$ cat config.mk
export PLATFORM = sky130hd
export DESIGN_NAME = cnn_frame_scheduler
export DESIGN_NICKNAME = d
export VERILOG_FILES = /design/src/rtl/cnn_frame_scheduler.sv
export SDC_FILE = /design/constraint.sdc
export NUM_CORES = 1
export LEC_CHECK = 0
export ABC_AREA = 1
export CORE_MARGIN = 3
export CORE_UTILIZATION = 35
export CTS_CLUSTER_SIZE = 8
export DETAILED_ROUTE_END_ITERATION = 10
export PLACE_DENSITY = 0.58
export SLEW_MARGIN = 30
export SYNTH_ARGS = -nofsm -noshare
export SYNTH_HDL_FRONTEND = slang
export SYNTH_SLANG_ARGS = --single-unit
$ cat constraint.sdc
create_clock -name clk -period 20.8 [get_ports clk]
set_input_delay 3.12 -clock clk [delete_from_list [all_inputs] [get_ports clk]]
set_output_delay 3.12 -clock clk [all_outputs]
set_load 0.005 [all_outputs]
$ cat src/rtl/cnn_frame_scheduler.sv
// Frame admission and sop/eop framing for the CNN, with a result watchdog, a serial signed
// arg-max over the returned class scores and a valid/ready classification output.
module cnn_frame_scheduler #(
    parameter int PIX_WIDTH      = 16,
    parameter int IMG_WIDTH      = 28,
    parameter int IMG_HEIGHT     = 28,
    parameter int CLASSES_QNT    = 10,
    parameter int SCORE_WIDTH    = 32,
    parameter int TIMEOUT_CYCLES = 65536
) (
    input  logic                                 clk,
    input  logic                                 rst,
    input  logic                                 clk_en,
    input  logic [PIX_WIDTH-1:0]                 s_data,
    input  logic                                 s_valid,
    output logic                                 s_ready,
    output logic [PIX_WIDTH-1:0]                 cnn_data,
    output logic                                 cnn_valid,
    output logic                                 cnn_sop,
    output logic                                 cnn_eop,
    input  logic                                 cnn_res_valid,
    input  logic [CLASSES_QNT*SCORE_WIDTH-1:0]   cnn_classes,
    output logic                                 res_valid,
    input  logic                                 res_ready,
    output logic [$clog2(CLASSES_QNT)-1:0]       res_class,
    output logic [SCORE_WIDTH-1:0]               res_score,
    output logic                                 res_timeout,
    output logic                                 busy,
    output logic [15:0]                          frame_cnt
);
    localparam int CLS_W = $clog2(CLASSES_QNT);
    localparam int COL_W = $clog2(IMG_WIDTH + 1);
    localparam int ROW_W = $clog2(IMG_HEIGHT + 1);
    localparam int TMR_W = $clog2(TIMEOUT_CYCLES + 1);

    typedef enum logic [2:0] {ST_IDLE, ST_STREAM, ST_WAIT, ST_SCAN, ST_OUTPUT} state_e;
    typedef logic signed [SCORE_WIDTH-1:0] score_t;

    state_e               state_q;
    logic [COL_W-1:0]     col_q;
    logic [ROW_W-1:0]     row_q;
    logic [TMR_W-1:0]     timer_q;
    logic                 stale_q;
    score_t               scores_q [CLASSES_QNT];
    logic [CLS_W-1:0]     idx_q;
    logic [CLS_W-1:0]     best_idx_q;
    score_t               best_q;
    logic [PIX_WIDTH-1:0] cnn_data_q;
    logic                 cnn_valid_q;
    logic                 cnn_sop_q;
    logic                 cnn_eop_q;
    logic                 res_valid_q;
    logic [CLS_W-1:0]     res_class_q;
    logic [SCORE_WIDTH-1:0] res_score_q;
    logic                 res_timeout_q;
    logic [15:0]          frame_cnt_q;

    logic                 accept;
    logic [COL_W-1:0]     cur_col;
    logic [ROW_W-1:0]     cur_row;
    logic                 last_col;
    logic                 last_pix;
    logic [COL_W-1:0]     col_d;
    logic [ROW_W-1:0]     row_d;
    score_t               cand;
    logic                 cand_wins;
    score_t               best_d;
    logic [CLS_W-1:0]     best_idx_d;

    assign s_ready = clk_en & (state_q == ST_IDLE || state_q == ST_STREAM);
    assign accept  = s_valid & s_ready;

    // NOTE: every signal written here is assigned on every pass, so no latch is inferred.
    always_comb begin
        // The first pixel of a frame is position (0,0) regardless of leftover counter values.
        cur_col    = (state_q == ST_IDLE) ? '0 : col_q;
        cur_row    = (state_q == ST_IDLE) ? '0 : row_q;
        last_col   = (cur_col == COL_W'(IMG_WIDTH - 1));
        last_pix   = last_col && (cur_row == ROW_W'(IMG_HEIGHT - 1));
        col_d      = last_col ? '0 : cur_col + COL_W'(1);
        row_d      = last_col ? cur_row + ROW_W'(1) : cur_row;
        cand       = scores_q[idx_q];
        cand_wins  = cand > best_q;
        best_d     = cand_wins ? cand : best_q;
        best_idx_d = cand_wins ? idx_q : best_idx_q;
    end

    // NOTE: state is updated with non-blocking assignments so every register samples pre-edge values.
    always_ff @(posedge clk or posedge rst) begin
        if (rst) begin
            state_q       <= ST_IDLE;
            col_q         <= '0;
            row_q         <= '0;
            timer_q       <= '0;
            stale_q       <= 1'b0;
            // NOTE: the score buffer is small and lives in flops, so it is cleared like any register.
            for (int i = 0; i < CLASSES_QNT; i++) scores_q[i] <= '0;
            idx_q         <= '0;
            best_idx_q    <= '0;
            best_q        <= '0;
            cnn_data_q    <= '0;
            cnn_valid_q   <= 1'b0;
            cnn_sop_q     <= 1'b0;
            cnn_eop_q     <= 1'b0;
            res_valid_q   <= 1'b0;
            res_class_q   <= '0;
            res_score_q   <= '0;
            res_timeout_q <= 1'b0;
            frame_cnt_q   <= '0;
        end else if (clk_en) begin
            cnn_valid_q <= 1'b0;
            cnn_sop_q   <= 1'b0;
            cnn_eop_q   <= 1'b0;
            if (cnn_res_valid && stale_q) stale_q <= 1'b0;
            case (state_q)
                ST_IDLE, ST_STREAM: begin
                    if (accept) begin
                        cnn_data_q  <= s_data;
                        cnn_valid_q <= 1'b1;
                        cnn_sop_q   <= (state_q == ST_IDLE);
                        cnn_eop_q   <= last_pix;
                        col_q       <= col_d;
                        row_q       <= row_d;
                        state_q     <= last_pix ? ST_WAIT : ST_STREAM;
                        if (last_pix) timer_q <= '0;
                    end
                end
                ST_WAIT: begin
                    timer_q <= timer_q + TMR_W'(1);
                    // A genuine capture beats a watchdog expiry landing in the same cycle.
                    if (cnn_res_valid && !stale_q) begin
                        for (int i = 0; i < CLASSES_QNT; i++)
                            scores_q[i] <= cnn_classes[i*SCORE_WIDTH +: SCORE_WIDTH];
                        best_q     <= cnn_classes[SCORE_WIDTH-1:0];
                        best_idx_q <= '0;
                        idx_q      <= CLS_W'(1);
                        state_q    <= ST_SCAN;
                    end else if (timer_q == TMR_W'(TIMEOUT_CYCLES - 1)) begin
                        res_valid_q   <= 1'b1;
                        res_class_q   <= '0;
                        res_score_q   <= '0;
                        res_timeout_q <= 1'b1;
                        stale_q       <= 1'b1;
                        state_q       <= ST_OUTPUT;
                    end
                end
                ST_SCAN: begin
                    best_q     <= best_d;
                    best_idx_q <= best_idx_d;
                    idx_q      <= idx_q + CLS_W'(1);
                    if (idx_q == CLS_W'(CLASSES_QNT - 1)) begin
                        res_valid_q   <= 1'b1;
                        res_class_q   <= best_idx_d;
                        res_score_q   <= best_d;
                        res_timeout_q <= 1'b0;
                        state_q       <= ST_OUTPUT;
                    end
                end
                ST_OUTPUT: begin
                    if (res_ready) begin
                        res_valid_q <= 1'b0;
                        frame_cnt_q <= frame_cnt_q + 16'd1;
                        state_q     <= ST_IDLE;
                    end
                end
                default: state_q <= ST_IDLE;
            endcase
        end
    end

    assign cnn_data    = cnn_data_q;
    assign cnn_valid   = cnn_valid_q & clk_en;
    assign cnn_sop     = cnn_sop_q;
    assign cnn_eop     = cnn_eop_q;
    assign res_valid   = res_valid_q;
    assign res_class   = res_class_q;
    assign res_score   = res_score_q;
    assign res_timeout = res_timeout_q;
    assign busy        = (state_q != ST_IDLE);
    assign frame_cnt   = frame_cnt_q;
endmodule

==> run summary <==
Status -> finished, final reports clean
Post-CTS Resized -> 0
Hold path startpoint -> scores_q[167]$_DFFE_PP0P_
Min cycle time layout -> 7.56 ns
Clock skew -> 0.0369 ns
Crit Path Max Fanout -> 8
Share of layout cells above drive strength 1 -> 4.39%
Drt drc -> 0
Arr. time, crit path -> 4.44 ns
CTS Sinks -> 464
CTS buffer count -> 68
Post-layout instance area -> 29100 um^2
Reg clk slew, reported paths -> 0.05 ns
Seq/Total Area, Yosys -> 51.6%
CTS Root Cell -> clkbuf_16
Vias in the first global route -> 20.4k
Leak pwr -> 0.0138 uW
Worst R2R Path Depth -> 21
Critical-path cell list -> clkdlybuf4s50_1, inv_2, nor2_1, clkdlybuf4s50_1
Synth top area share -> 51.6%
FF+latch count, synth -> 464
# H-tree levels -> 3
Synth cell types -> 39
Num ports -> 417
Initial antenna violation count -> 8
Layout area overhead -> 29.2%
CP bufs+invs -> 3
Die Span Y -> 259 um
Number of max-cap violations -> 0
Worst Setup End Kind -> output pin
Vias per Instance -> 4.96
Fillers -> 6257
Routability Congestion -> 0.870
Final setup fails -> 0
Core Area -> 63300 um^2
CTS tree -> yes
Placed inst area -> 27200 um^2
Die area -> 67300 um^2
WL/cell -> 19.5 um
Initial core utilization -> 35.5%
DPL Wire Length -> 55500 um
Slew of the pin with the lowest slew margin -> 0.993 ns
Syn Std Cell Area -> 22500 um^2
Critical path's most frequent cell -> clkdlybuf4s50_1
Global-route wire length before repair -> 120000 um
PwrDens -> 144 nW/um^2
Max rail drop VDD -> 0.000183 V
Crit-path leading delay family -> buffers and inverters
Crit Path Category -> input port to output pin
Min-Delay Path Class -> flop to flop
Syn nets -> 3242
Max-slew headroom -> 33.8%
GRT Overall Usage -> 23.4%
Initial drt markers -> 1694
Synth Flop Type -> dfrtp_1
Final period util -> 36.3%
Setup TNS Final -> 0 ns
Mapped Cells -> 2861
# nets final -> 3583
Final Routed Wirelength -> 79200 um
Post-CTS Hold Buffers -> 0
Clock Path Buffers -> 3
Hold path cells -> 2
Ranking of synthesized cells by area -> dfrtp_1 (52%), nand2_1 (16%), o21ai_1 (4.9%)
Syn avg cell area -> 7.86 um^2
Synth async-reset ratio -> 100%
Crit path required time -> 17.68 ns
Final-report hold violation count -> 0
Antenna viol nets, final -> 0
1st-pass router iterations -> 5
Die width -> 259 um
CP max stage cell -> clkdlybuf4s50_1
Vias after detailed routing -> 20.2k
Post-synth top area cell -> dfrtp_1
RSZ-0062 raised after global routing -> no
Clk Latency, worst-skew pair -> 0.61 ns
Worst R2R Start -> idx_q[0]$_DFFE_PP0P_
Hold Path End -> scores_q[167]$_DFFE_PP0P_
Worst setup path startpoint -> clk_en
Rows -> 92
F_max -> 132 MHz
Final Max Slew Viols -> 0
Post-synth EDFFs -> 0
Grt total ovfl -> 0
I/O Buffers -> 416
Largest net degree at the start of global routing -> 243
Worst path max stage delay -> 0.54 ns
Yosys warns -> 0
# Post-CTS Setup Buffers -> 0
Worst r2r dst -> res_score[30]$_DFFE_PP0P_
Crit path launch type -> input port
Worst R2R Setup Slack -> 15.45 ns
[power breakdown]
part,internal [uW],switching [uW],leakage [uW],total [uW]
clock,590,404,0.000890,993
combinational,620,1140,0.00719,1760
sequential,1250,175,0.00576,1420
total,2460,1710,0.0138,4170
[state kept, by name (all words and copies together) (netlist names)]
signal / count
cnn_eop: 1
scores_q: 320
res_valid: 1
cnn_valid_q: 1
col_q: 5
best_q: 32
cnn_sop: 1
row_q: 5
state_q: 3
idx_q: 4
stale_q: 1
res_score: 32
res_class: 4
frame_cnt: 16
cnn_data: 16
best_idx_q: 4
timer_q: 17
res_timeout: 1
[cells in the mapped netlist (12+ instances only)]
cell	n
o21ai_0	176
nand2_1	943
inv_1	268
nor2_1	68
buf_2	73
nand3_1	191
a21oi_1	185
xor2_1	22
buf_4	15
inv_2	22
ha_1	39
xnor2_1	12
clkbuf_1	63
o21ai_1	219
clkinv_1	13
dfrtp_1	464
buf_1	16
[cells in the final DEF, fill, tap and decap left out, types with 4 or more instances in the layout]
cell	n
nand2_1	942
dfrtp_1	462
clkdlybuf4s50_1	416
inv_1	267
o21ai_1	219
nand3_1	190
a21oi_1	185
o21ai_0	176
clkbuf_16	69
nor2_1	68
ha_1	39
xor2_1	22
inv_2	19
buf_4	15
clkinv_1	13
xnor2_1	12
o31ai_1	11
nand4_1	11
or2_1	11
nor3_1	8
clkbuf_1	7
diode_2	5
nor2_4	4
inv_6	4
[metrics by stage]
stage	total power [uW]	utilization [%]	worst slack [ns]	cells	hold WS, ns
after detailed placement	3180	42.9	13.23	3976	0.453
after global routing	4490	45.9	13.14	4065	0.476
final	4170	45.9	13.24	4065	0.464
after global placement	3140	42.9	13.22	3975	0.448
after CTS	4200	45.8	13.24	4058	0.465
after floorplan	2530	-	4.74	2861	0.437
[final cells by class]
class / instances / area, um^2 / share of cell area, %
Clock buffer: 76 / 1750 / 6.03
Sequential cell: 464 / 11600 / 40.0
Timing Repair Buffer: 439 / 4430 / 15.3
Antenna cell: 5 / 12.5 / 0.0431
Multi-Input combinational cell: 1926 / 8970 / 30.9
Inverter: 303 / 1150 / 3.97
Clock inverter: 6 / 63.8 / 0.220
Tap cell: 846 / 1060 / 3.64
[worst max path at each step]
stage	end	slack [ns]	cells after the start
floorplan	best_idx_q[0]$_DFFE_PP0P_	4.74	1
finish	s_ready	13.24	4
global placement	s_ready	13.22	4
detailed placement	s_ready	13.23	4
CTS	s_ready	13.24	4
global route	s_ready	13.14	4
[tightest hold or removal path: stages, from the launching register on]
cell and delay (ns):
dfrtp_1 0.33, nand2_1 0.05, nand2_1 0.05
[logic make-up after synthesis]
| logic type | after synthesis | synth area share (%) |
|---|---|---|
| fa+ha+maj | 39 | 2.17 |
| flops | 464 | 51.6 |
| simple gates | 1251 | 22.7 |
| xor+xnor | 34 | 1.32 |
| buf+inv | 471 | 8.55 |
| compound gates | 602 | 13.7 |
[metal layers]
layer	track usage (%)	share of wire, %	up-vias
met5	0	0.013	-
met4	9.50	3.4	2
met3	3.89	5.9	132
met2	38.1	47	598
met1	30.9	43	9631
li1	-	-	9803
Note: power is estimated with default switching activity, not from simulation.
